[src/rtl/tank_sprite_arbiter.sv]
// Per-pixel arbiter sharing one 32x32 sprite ROM and one palette among N_SPR tank sprites.
// Heading-rotated ROM addressing, transparency, registered RGB and per-frame overlap flags.
module tank_sprite_arbiter #(
  parameter int          N_SPR   = 4,
  parameter logic [9:0]  V_LATCH = 10'd480,
  parameter logic [3:0]  TRANSP  = 4'h0,
  parameter logic [11:0] BG_RGB  = 12'h000
) (
  input  logic                vga_clk,
  input  logic                Reset,
  input  logic [9:0]          DrawX,
  input  logic [9:0]          DrawY,
  input  logic                blank,
  input  logic [10*N_SPR-1:0] spr_x_in,
  input  logic [10*N_SPR-1:0] spr_y_in,
  input  logic [2*N_SPR-1:0]  spr_dir_in,
  input  logic [N_SPR-1:0]    spr_en_in,
  output logic [9:0]          rom_address,
  input  logic [3:0]          rom_q,
  output logic [3:0]          pal_index,
  input  logic [3:0]          palette_red,
  input  logic [3:0]          palette_green,
  input  logic [3:0]          palette_blue,
  output logic [3:0]          red,
  output logic [3:0]          green,
  output logic [3:0]          blue,
  output logic [N_SPR-1:0]    coll_mask,
  output logic                frame_tick
);

  localparam int WIN_W = (N_SPR > 1) ? $clog2(N_SPR) : 1;

  logic [10*N_SPR-1:0] act_x_r;
  logic [10*N_SPR-1:0] act_y_r;
  logic [2*N_SPR-1:0]  act_dir_r;
  logic [N_SPR-1:0]    act_en_r;

  logic [N_SPR-1:0]    hit_s;
  logic [WIN_W-1:0]    win_s;
  logic [4:0]          r_s;
  logic [4:0]          c_s;
  logic [1:0]          dir_s;
  logic [9:0]          addr_s;
  logic                tick_s;
  logic                multi_s;
  logic [11:0]         rgb_s;

  logic                hit_d1_r;
  logic                hit_d2_r;
  logic                blank_d1_r;
  logic                blank_d2_r;
  logic [N_SPR-1:0]    coll_acc_r;

  assign tick_s    = (DrawX == 10'd0) && (DrawY == V_LATCH);
  assign pal_index = rom_q;
  // Two or more bits set: clearing the lowest set bit still leaves something.
  assign multi_s   = |(hit_s & (hit_s - N_SPR'(1)));

  // Box test against the frame-stable sprite set; 11-bit sums so edge sprites clip instead of wrapping.
  always_comb begin
    hit_s = '0;
    for (int i = 0; i < N_SPR; i++) begin
      hit_s[i] = act_en_r[i]
        && ({1'b0, DrawX} >= {1'b0, act_x_r[10*i +: 10]})
        && ({1'b0, DrawX} <  ({1'b0, act_x_r[10*i +: 10]} + 11'd32))
        && ({1'b0, DrawY} >= {1'b0, act_y_r[10*i +: 10]})
        && ({1'b0, DrawY} <  ({1'b0, act_y_r[10*i +: 10]} + 11'd32));
    end
  end

  // Priority pick: scanning downward lets the lowest hitting index overwrite the rest.
  always_comb begin
    win_s = '0;
    for (int i = N_SPR - 1; i >= 0; i--) begin
      win_s = hit_s[i] ? WIN_W'(i) : win_s;
    end
  end

  // Winner-relative row/column and heading-rotated ROM address.
  always_comb begin
    r_s   = 5'(DrawY - act_y_r[10*win_s +: 10]);
    c_s   = 5'(DrawX - act_x_r[10*win_s +: 10]);
    dir_s = act_dir_r[2*win_s +: 2];
    case (dir_s)
      2'b00:   addr_s = {r_s, c_s};
      2'b01:   addr_s = {~c_s, r_s};
      2'b10:   addr_s = {~r_s, ~c_s};
      2'b11:   addr_s = {c_s, ~r_s};
      default: addr_s = {r_s, c_s};
    endcase
  end

  // Shadow sprite set reloads only on the frame-boundary pixel.
  always_ff @(posedge vga_clk) begin
    if (Reset) begin
      act_x_r   <= '0;
      act_y_r   <= '0;
      act_dir_r <= '0;
      act_en_r  <= '0;
    end else if (tick_s) begin
      act_x_r   <= spr_x_in;
      act_y_r   <= spr_y_in;
      act_dir_r <= spr_dir_in;
      act_en_r  <= spr_en_in;
    end
  end

  // Address stage and hit/blank delay line matching the ROM read latency.
  always_ff @(posedge vga_clk) begin
    if (Reset) begin
      rom_address <= 10'd0;
      hit_d1_r    <= 1'b0;
      hit_d2_r    <= 1'b0;
      blank_d1_r  <= 1'b0;
      blank_d2_r  <= 1'b0;
    end else begin
      if (|hit_s) begin
        rom_address <= addr_s;
      end
      hit_d1_r   <= |hit_s;
      blank_d1_r <= blank;
      hit_d2_r   <= hit_d1_r;
      blank_d2_r <= blank_d1_r;
    end
  end

  // Final colour: blanking forces black; a transparent winner texel shows background only.
  always_comb begin
    if (!blank_d2_r) begin
      rgb_s = 12'h000;
    end else if (hit_d2_r && (rom_q != TRANSP)) begin
      rgb_s = {palette_red, palette_green, palette_blue};
    end else begin
      rgb_s = BG_RGB;
    end
  end

  // Registered pixel colour.
  always_ff @(posedge vga_clk) begin
    if (Reset) begin
      {red, green, blue} <= 12'h000;
    end else begin
      {red, green, blue} <= rgb_s;
    end
  end

  // Overlap accumulation over visible pixels, published and cleared at the frame boundary.
  always_ff @(posedge vga_clk) begin
    if (Reset) begin
      coll_acc_r <= '0;
      coll_mask  <= '0;
      frame_tick <= 1'b0;
    end else begin
      frame_tick <= tick_s;
      if (tick_s) begin
        coll_mask  <= coll_acc_r;
        coll_acc_r <= '0;
      end else if (blank && multi_s) begin
        coll_acc_r <= coll_acc_r | hit_s;
      end
    end
  end

endmodule
[config.mk]
export PLATFORM = sky130hd
export DESIGN_NAME = tank_sprite_arbiter
export DESIGN_NICKNAME = d
export VERILOG_FILES = /design/src/rtl/tank_sprite_arbiter.sv
export SDC_FILE = /design/constraint.sdc
export NUM_CORES = 1
export LEC_CHECK = 0
export CORE_MARGIN = 2
export CORE_UTILIZATION = 35
export CTS_BUF_LIST = sky130_fd_sc_hd__clkbuf_16
export CTS_CLUSTER_SIZE = 16
export DETAILED_ROUTE_END_ITERATION = 12
export MAX_ROUTING_LAYER = met4
export SETUP_SLACK_MARGIN = 0.2
export SLEW_MARGIN = 20
export SYNTH_ARGS = -nofsm -noshare
export SYNTH_HDL_FRONTEND = slang
export SYNTH_SLANG_ARGS = --single-unit
[constraint.sdc]
create_clock -name vga_clk -period 6.67 [get_ports vga_clk]
set_input_delay 1.0005 -clock vga_clk [delete_from_list [all_inputs] [get_ports vga_clk]]
set_output_delay 1.0005 -clock vga_clk [all_outputs]
set_load 0.01 [all_outputs]
==> impl_metrics.ini <==
[pwr]
p_switching_mw = 0.481
finalPower_mw = 1.92
intPower_mw = 1.44
power_frac_seq_pct = 39.6
max-vdd-ir-drop_mv = 0.155
p_comb_share_pct = 12.5
power_switching_share_pct = 25.1
powerDensity_mw_per_mm2 = 169
p_leak_nw = 4.03
p_clk_share_pct = 47.9

[logic_synthesis]
synth_ff_type = dfxtp_1
synth_top_cells_by_area = dfxtp_1 29%, ha_1 19%, nand2_1 9.4%, a21oi_1 7.8%, inv_1 4.0%
yosys.area.top_type = dfxtp_1
synth.top_cell.area_share_pct = 28.9
synth_area_mm2 = 0.00881
synth_edf_count = 0
ys_types = 67
ys_warn_count = 0
ys_async_sr_fraction_pct = 0
ys_seq_area_share_pct = 28.9
synth_cells = 1119
synth_nets = 1389
syn-mean-instance-area_um2 = 7.87
ys_seq_elements = 127

[routing]
routed_wl_um = 26500
vias = 8269
drtIter0Drc = 517
wl_per_cell_um = 16.5
drcViolationCount = 0
dr.pass1.iters = 5
ant_nets = 0
viasPerCell = 5.14

[clock_tree]
cts_tree = done
clk_pin_slew_worst_paths_ns = 0.06
cts_resized = 0
cts.sinks = 127
postCtsHoldBufs = 0
htreeDepth = 4
cts_max_path_buffers = 2
post-cts-setup-buffers = 0
cts-buffers-inserted = 17
clkLatencyLatePin_ns = 0.43
cts_root_buf = clkbuf_16

[layout]
drive_gt1_share_pct = 5.16
antenna_cells = 0
final_nets = 1538
finish.utilization_pct = 45.4
layout.cells.most_common_list = 221 x nand2_1, 160 x clkdlybuf4s50_1, 137 x a21oi_1, 137 x ha_1, 127 x dfxtp_1
final_area_mm2 = 0.0113
final_common_cell = nand2_1
syn2layout_area_growth_pct = 28.6

[global_routing]
grt_first_pass_wirelength_um = 41800
grt_start_max_net_pins = 101
antenna_found_initial = 0
track_usage_pct = 20.7
grt-ovfl-total = 0
grt_pass1_vias = 7933

[sta]
period_share_pct = 87.2
setup_tns_ns = 0
relSlewSlack_pct = 30.3
setup_violations = 0
fin_crit_ns = 5.82
rsz0062_at_grt = no
finalClockSkew_ns = 0.00876
fmax_ghz = 0.172
tightest_slew_ns = 1.05
fin_hold_ws_ns = 0.455
hold_viol = 0
maxSlewViolCount = 0

[floorplan]
core_mm2 = 0.0250
die_w_um = 163
fp.dieArea_mm2 = 0.0264
chipHeight_um = 163
io-pin-count = 162
start_util_pct = 35.3
num_rows = 58

[min_path]
hold_class = reg -> reg
hp-start = hit_d1_r$_SDFF_PP0_

[worst_setup_path]
r2r.worst_path.cells = 22
critPathMaxFanout = 12
r2r-end = rom_address[4]$_SDFFE_PP0P_
start_kind = input port
r2r_setup_slack_ns = 1.49
critPathKind = in -> reg
worstPathArrival_ns = 6.13
reg2reg_from = act_x_r[15]$_SDFFE_PP0P_
crit_end = rom_address[4]$_SDFFE_PP0P_
startpoint = DrawX[1]
cp_data_required_time_ns = 6.98
critPathCaptureType = flop

[flow_run]
maxCapViolCount = 0

[placed_design]
gp_congestion = 0.916
placed_cell_area_mm2 = 0.0108
hpwlAfterDp_um = 20500
portBuffers = 161

[run_status]
status = completed
routing by layer:
layer / up-vias / GRT usage (%) / share of wire (%)
li1: 4194 / - / -
met3: 37 / 3.82 / 4.8
met1: 3857 / 26.6 / 47
met2: 181 / 33.4 / 46
met4: 0 / 5.87 / 1.7
met5: - / - / 0
worst max-delay path, cell delays in order:
cell             delay [ns]
clkdlybuf4s50_1        0.74
ha_1                   0.32
nor2b_1                0.13
nor3_1                 0.17
o21ai_0                0.15
a311o_1                0.32
or4_4                  0.59
a21oi_2                0.49
buf_4                  0.27
nand2_1                0.06
o211ai_1               0.07
o21ai_0                0.17
fa_1                   0.46
a21o_1                 0.17
a21oi_1                0.17
xnor2_1                0.13
inv_1                  0.06
and3_1                 0.19
nor3b_1                0.23
or3_1                  0.14
nand3_1                0.06
worst min-delay path by stage:
stage | cells after the start | end | slack (ns)
final | 1 | hit_d2_r$_SDFF_PP0_ | 0.45
after global routing | 1 | hit_d2_r$_SDFF_PP0_ | 0.47
after CTS | 1 | hit_d2_r$_SDFF_PP0_ | 0.46
after detailed placement | 1 | blank_d2_r$_SDFF_PP0_ | 0.44
after global placement | 1 | blank_d2_r$_SDFF_PP0_ | 0.42
after floorplan | 1 | blank_d2_r$_SDFF_PP0_ | 0.41
sequential cells by signal, indices dropped and copies added, names as in the netlist:
| register | flops |
|---|---|
| act_x_r | 40 |
| red | 4 |
| act_dir_r | 8 |
| coll_mask | 4 |
| act_en_r | 4 |
| hit_d1_r | 1 |
| rom_address | 10 |
| coll_acc_r | 4 |
| frame_tick | 1 |
| act_y_r | 40 |
| hit_d2_r | 1 |
| blue | 4 |
| blank_d2_r | 1 |
| blank_d1_r | 1 |
| green | 4 |
cells by family after synthesis:
kind of cell | after synthesis | synth area share (%)
AND/OR/NAND/NOR | 380 | 20.0
AO/OA/AOI/OAI | 283 | 19.8
buffers and inverters | 142 | 6.44
adder cells (fa/ha/maj) | 139 | 19.9
flip-flops | 127 | 28.9
XOR/XNOR | 38 | 3.78
multiplexers | 10 | 1.17
power by group through the flow:
| stage | clock network (mW) | logic (mW) | registers [mW] |
|---|---|---|---|
| floorplan | 0 | 0.108 | 0.776 |
| global placement | 0 | 0.234 | 0.776 |
| detailed placement | 0 | 0.237 | 0.776 |
| CTS | 0.935 | 0.239 | 0.759 |
| global route | 0.968 | 0.266 | 0.759 |
| finish | 0.919 | 0.239 | 0.759 |
metrics by stage:
stage                     setup slack [ns]  std cells
after floorplan                       1.44       1119
after global placement               0.572       1579
after detailed placement             0.486       1579
after CTS                            0.931       1608
after global routing                 0.509       1608
final                                0.851       1608
cells in the mapped netlist, drive strengths merged (18+ instances only):
master,number
nand2,222
a21oi,140
ha,137
dfxtp,127
inv,95
clkbuf,38
o21ai,37
xnor2,36
nand3,31
nor2,23
nor3,23
a21o,18
area by class of cell:
cell class,instances,area [um^2]
fillers,2543,13600
multi-input cells,850,5720
flip-flops and latches,127,2540
repair buffers,177,1730
clock buffers,17,425
well taps,330,413
inverters,95,357
clock inverters,12,141
No activity file was read; power rests on OpenSTA's default activity.
